File: config.mk
export PLATFORM = sky130hd
export DESIGN_NAME = serial_add_ctrl
export DESIGN_NICKNAME = d
export VERILOG_FILES = /design/src/rtl/serial_add_ctrl.sv
export SDC_FILE = /design/constraint.sdc
export NUM_CORES = 1
export LEC_CHECK = 0
export BUFFER_PORTS_ARGS = -buffer_cell sky130_fd_sc_hd__buf_2
export CORE_ASPECT_RATIO = 1.5
export CORE_MARGIN = 2
export CORE_UTILIZATION = 25
export CTS_CLUSTER_SIZE = 10
export DETAILED_ROUTE_END_ITERATION = 7
export SLEW_MARGIN = 20
export SYNTH_ARGS = -nofsm -noshare
export SYNTH_HDL_FRONTEND = slang
export SYNTH_SLANG_ARGS = --single-unit
File: constraint.sdc
create_clock -name clk -period 4.1 [get_ports clk]
set_input_delay 0.615 -clock clk [delete_from_list [all_inputs] [get_ports clk]]
set_output_delay 0.615 -clock clk [all_outputs]
set_load 0.005 [all_outputs]
File: src/rtl/serial_add_ctrl.sv
// serial_add_ctrl: bit-serial adder sequencing one full-adder cell over WIDTH clocks with start/busy/done handshake.
// Optional subtract mode when SERIAL_ADD_SUB_EN is defined (adds port sub).
module fa_cell (
  input  logic a,
  input  logic b,
  input  logic cin,
  output logic sum,
  output logic cout
);
  assign sum  = a ^ b ^ cin;
  assign cout = (a & b) | (cin & (a ^ b));
endmodule

module serial_add_ctrl #(
  parameter int WIDTH = 8
) (
  input  logic             clk,
  input  logic             rst_n,
  input  logic             start,
  input  logic [WIDTH-1:0] op_a,
  input  logic [WIDTH-1:0] op_b,
  input  logic             cin_init,
`ifdef SERIAL_ADD_SUB_EN
  input  logic             sub,
`endif
  output logic             busy,
  output logic             done,
  output logic [WIDTH-1:0] result,
  output logic             cout,
  output logic             ovf
);
  localparam int CW = $clog2(WIDTH);
  localparam logic [CW-1:0] LAST = CW'(WIDTH - 1);
  typedef enum logic [1:0] {IDLE = 2'b00, RUN = 2'b01, DONE = 2'b10} state_t;
  state_t state;
  logic [WIDTH-1:0] a_sr, b_sr;
  logic [CW-1:0] cnt;
  logic carry, sub_r, sub_in, s, c;
`ifdef SERIAL_ADD_SUB_EN
  assign sub_in = sub;
`else
  assign sub_in = 1'b0;
`endif
  // subtraction is A + ~B + 1: invert the B bit, carry forced to 1 at start
  fa_cell u_cell (.a(a_sr[0]), .b(b_sr[0] ^ sub_r), .cin(carry), .sum(s), .cout(c));
  always_ff @(posedge clk or negedge rst_n)
    if (!rst_n) begin
      state  <= IDLE;
      a_sr   <= '0;
      b_sr   <= '0;
      cnt    <= '0;
      carry  <= 1'b0;
      sub_r  <= 1'b0;
      result <= '0;
      cout   <= 1'b0;
      ovf    <= 1'b0;
      busy   <= 1'b0;
      done   <= 1'b0;
    end else begin
      done <= 1'b0;
      case (state)
        IDLE: if (start) begin
          a_sr  <= op_a;
          b_sr  <= op_b;
          carry <= sub_in ? 1'b1 : cin_init;
          sub_r <= sub_in;
          cnt   <= '0;
          state <= RUN;
          busy  <= 1'b1;
        end
        RUN: begin
          result <= {s, result[WIDTH-1:1]};
          a_sr   <= a_sr >> 1;
          b_sr   <= b_sr >> 1;
          carry  <= c;
          cnt    <= cnt + 1'b1;
          if (cnt == LAST) begin
            cout  <= c;
            ovf   <= carry ^ c;
            state <= DONE;
            busy  <= 1'b0;
            done  <= 1'b1;
          end
        end
        DONE: state <= IDLE;
        default: begin
          state <= IDLE;
          busy  <= 1'b0;
        end
      endcase
    end
endmodule

### Yosys cells after proc, flatten, opt, wreduce, memory -nomap -nowiden

Index checks and enable logic that the tools add are counted.
Widths: inputs -> output; s select.

* register bits: 34
* input port bits: 20
* output and inout port bits: 12
* word-level logic and storage cells: 45

* add/subtract/negate cells: 1
* equal/unequal tests: 5
* muxes and demuxes: 16
* bitwise gates (word level): 7
* reductions and logical operators: 6

Operators by type and width (number)
* $pmux 8 s2: 2
* $mux 8: 2
* $pmux 3 s2: 1
* $reduce_and 2->1: 3
* $mux 1: 5
* $mux 2: 2
* $ne 2x2->1 const B: 2
* $pmux 2 s2: 1
* $add 3x1->3 const B: 1
* $eq 3x3->1 const B: 1
* $mux 3: 1
* $pmux 1 s3: 1
* $reduce_and 3->1: 1
* $xor 1x1->1: 3
* $and 1x1->1: 2
* $eq 2x1->1 const B: 1
* $eq 2x2->1 const B: 1
* $logic_not 2->1: 1
* $pmux 1 s2: 1
* $reduce_bool 2->1: 1
* $not 1->1: 1
* $or 1x1->1: 1

### Longest topological paths before layout

* depth in word-level cells: 4
* depth in mapped cells: 6
* depth with buffers taken out: 5

### Hierarchy

Synthesis repeated with hierarchy kept, for this count alone.

* cells, all modules: 158
* area total of the unflattened synthesis: 1621.6 um^2

By module, submodules not included
* serial_add_ctrl: instances 1, cells an instance 157, area each 1601.5 um^2, seq. area each 850.8 um^2
* fa_cell: instances 1, cells an instance 1, area each 20.0 um^2, seq. area each 0.0 um^2

### Least setup slack after synthesis

No wires, ideal clock.

* path kind: register to register
* start point: reg cnt[0]
* end point: reg cout
* setup time: 0.125 ns
* data arrival time: 1.197 ns
* required time: 3.975 ns
* path slack: 2.778 ns
* cell stages (with the launch flop): 5
* path buffers: 0
* period minus slack after synthesis: 1.322 ns
* path through: dfrtp_1 -> ha_1 -> ha_1 -> and2_4 -> mux2_4

* longest elaborated chain between the ends: 2

Ends and longest elaborated chain
* from (decl): line 37 `logic [CW-1:0] cnt;`
* from (signal assigned): line 76 `cnt <= cnt + 1'b1;`
* $eq 3x3->1: line 77 `if (cnt == LAST) begin`
* $reduce_and 2->1 (no source line)
* to (signal assigned): line 55 `cout <= 1'b0;`
* to (signal assigned): line 78 `cout <= c;`
* to (decl): line 29 `output logic cout,`

Every way passes these cells.
A chain may end at the register's enable or synchronous reset.

### Final worst setup path

* start point: reg state[0]
* end point: reg cout

* longest elaborated chain between the ends: 2

Ends and longest elaborated chain
* from (decl): line 35 `state_t state;`
* from (signal assigned): line 48 `state <= IDLE;`
* from (signal assigned): line 68 `state <= RUN;`
* from (signal assigned): line 80 `state <= DONE;`
* $eq 2x1->1: line 61 `case (state)`
* $reduce_and 2->1 (no source line)

Every way passes these cells.

==> results.py <==
metrics = {
    "setup_path": {
        "cp_slowest_cell": "dfrtp_1",
        "crit_start": "state[0]",
        "cp-end-kind": "register",
        "reg2reg_depth": 3,
        "r2r-end": "cout",
        "worstSetupPathType": "register to register",
        "crit_required_ns": 4.28,
        "cp_num_cells": 3,
        "r2r-start": "state[0]",
        "rrSetupSlack_ns": 2.53,
        "endpoint": "cout",
        "setup.worst_path.start_class": "register",
        "max_stage_delay_ns": 0.56,
        "cp.arrival_ns": 1.74,
        "critPathMaxFanout": 13,
        "critPathTopFamily": "simple AND/OR/NAND/NOR gates",
        "cp_cell_sequence": "nor2b_4 -> and2_4 -> mux2_4",
        "path_buf_inv": 0,
    },
    "logic_synthesis": {
        "synth_flop_cell": "dfrtp_1",
        "syn-num-nets": 156,
        "synth_cell_types": 31,
        "synth-seq-cells": 34,
        "synth_edf_count": 0,
        "async_flop_share_pct": 100,
        "syn_avg_cell_area_um2": 11.5,
        "syn_area_um2": 1530,
        "yosys_warnings": 0,
        "syn_inst": 133,
        "yosysSeqAreaShare_pct": 55.6,
    },
    "timing": {
        "slew_violations": 0,
        "totalNegativeSetupSlack_ns": 0,
        "hold_viol": 0,
        "fin_crit_ns": 1.57,
        "setup_viol": 0,
        "period_share_pct": 38.2,
        "tightest_slew_ns": 0.750,
        "timing.final.ws_setup_ns": 2.53,
        "slew_headroom_pct": 50.0,
        "grt_setup_unrepaired": "false",
        "fmax_mhz": 638,
        "skew_ns": 0.00368,
    },
    "global_routing": {
        "grt_util_met1_pct": 12.6,
        "grt.met3_usage_pct": 4.93,
        "antenna_found_initial": 0,
        "grt.busiest_layer": "met2",
        "grt_overflow_total": 0,
        "first_global_vias": 1145,
        "met2_usage_pct": 16.6,
        "grt_max_degree": 35,
        "grt_pass1_wl_um": 5370,
        "grtUsageTotal_pct": 10.7,
    },
    "route": {
        "drt_wl_total_um": 3060,
        "via_per_inst": 4.64,
        "drtPass1Iterations": 4,
        "drc_errors": 0,
        "antenna_left": 0,
        "wl_per_cell_um": 12.9,
        "via_count": 1094,
        "drtIter0Drc": 43,
    },
    "floorplan": {
        "die_w_um": 67.9,
        "floorplan.die_area_um2": 6770,
        "core_um2": 5870,
        "rows": 34,
        "io_pins": 32,
        "start_util_pct": 26.0,
        "die_y_um": 99.8,
    },
    "layout": {
        "fin_nets": 186,
        "design_area_um2": 1790,
        "drive_gt1_share_pct": 30.5,
        "diodes": 0,
        "area_growth_pct": 16.9,
    },
    "cts": {
        "clock_latency_ns": 0.29,
        "cts_max_level": 2,
        "clock_sinks": 34,
        "cts_tree": "built",
        "root_buffer": "clkbuf_8",
        "cts-resized-gates": 0,
        "cts_setup_buffers": 0,
        "cts_max_path_buffers": 2,
        "numCtsBuffers": 5,
        "hold_buffers": 0,
        "clk_pin_slew_worst_paths_ns": 0.07,
    },
    "placed_design": {
        "post-dp-hpwl_um": 2140,
        "dpl_cell_area_um2": 1700,
        "post-place-ws_ns": 2.54,
        "io_buffers": 31,
        "gp_congestion": 0.706,
    },
    "min_path": {
        "worst_hold_path_type": "input pin to async pin",
    },
    "pwr": {
        "p_leak_uw": 0.000835,
        "power_density_nw_per_um2": 742,
        "ir_worst_vdd_mv": 0.280,
    },
    "run": {
        "cap_viol_max_count": 0,
    },
    "run_status": {
        "status": "complete, no violations",
    },
}
==> area by class of cell <==
| type | count | area (um2) |
|---|---|---|
| fillers | 643 | 4080 |
| flip-flops and latches | 34 | 851 |
| multi-input cells | 89 | 593 |
| repair buffers | 31 | 155 |
| well taps | 72 | 90.1 |
| clock buffers | 7 | 86.3 |
| inverters | 2 | 7.51 |
| clock inverters | 1 | 5.00 |
==> per-stage QoR <==
stage,total power (uW),cells,utilization (%),hold WS (ns)
global route,1450,236,30.5,0.459
floorplan,984,133,-,0.319
finish,1330,236,30.5,0.389
global placement,1080,228,28.9,0.457
CTS,1350,236,30.5,0.430
detailed placement,1090,228,28.9,0.462
==> cell usage in the layout, fill, tap and decap left out <==
master and n:
ha_1 2, a21o_1 1, nand2b_4 1, clkinv_2 1
dfrtp_1 34, clkbuf_8 6, and2_1 1, nor2_1 7
clkbuf_1 1, o21bai_1 1, nand2b_1 2, inv_1 2
nor2_2 1, a21oi_1 10, o21ba_4 1, xnor2_1 1
fa_1 1, o221a_2 5, o221a_1 4, buf_2 31
nand2_1 26, o22ai_1 6, nor2b_4 1, a32o_1 1
and2b_2 1, a22o_1 2, mux2_4 1, nand3b_1 9
o21ai_0 3, and2_4 1
==> layer usage <==
metal  routed length [um]  vias up
met5                    0        -
met4                   42        0
met3                  192        4
li1                     -      529
met1                 1300      531
met2                 1520       30
==> state kept, by name, summed over array words and instances (netlist names) <==
| signal | cells |
|---|---|
| a_sr | 8 |
| b_sr | 8 |
| result | 8 |
| cnt | 3 |
| state | 2 |
| busy | 1 |
| carry | 1 |
| cout | 1 |
| done | 1 |
| ovf | 1 |
==> where the power goes <==
group	leakage (uW)	switching [uW]	internal, uW
Clock	0.0000482	118	135
Combinational	0.000377	229	249
Sequential	0.000409	106	489
==> worst reg2reg max path, stage by stage (launching register included) <==
cell,delay [ns]
dfrtp_1,0.56
nor2b_4,0.39
and2_4,0.22
mux2_4,0.29
==> Yosys cell counts, types with 2 or more instances <==
cell      count  area share, %
o221a_2       5            3.7
nand2_1      26            6.4
ha_1          2            1.6
buf_6         4            2.9
a21oi_1      10            3.3
o22ai_1       6            2.5
nand3b_1      9            4.4
o221a_1       4            2.9
dfrtp_1      34             56
inv_1         2           0.49
nand2b_1      2           0.82
a22o_1        2            1.1
o21ai_0       3           0.98
nor2_1        7            1.7
==> kinds of logic (layout without fill, tap and decap cells) <==
kind of cell,count (synthesis),in the layout,share of synthesized area (%)
AND/OR/NAND/NOR,50,50,17.1
adder cells (fa/ha/maj),3,3,2.95
XOR/XNOR,1,1,0.573
flip-flops,34,34,55.6
multiplexers,1,1,0.982
buffers and inverters,10,41,5.56
AO/OA/AOI/OAI,34,34,17.2
==> worst min-delay path by stage <==
stage	end	slack (ns)	cells after the start
after floorplan	a_sr[0]	0.32	0
after global placement	result[0]	0.46	2
after detailed placement	result[0]	0.46	2
after CTS	result[2]	0.43	1
after global routing	a_sr[1]	0.46	1
final	result[2]	0.39	1
Note: power is estimated with default switching activity, not from simulation.
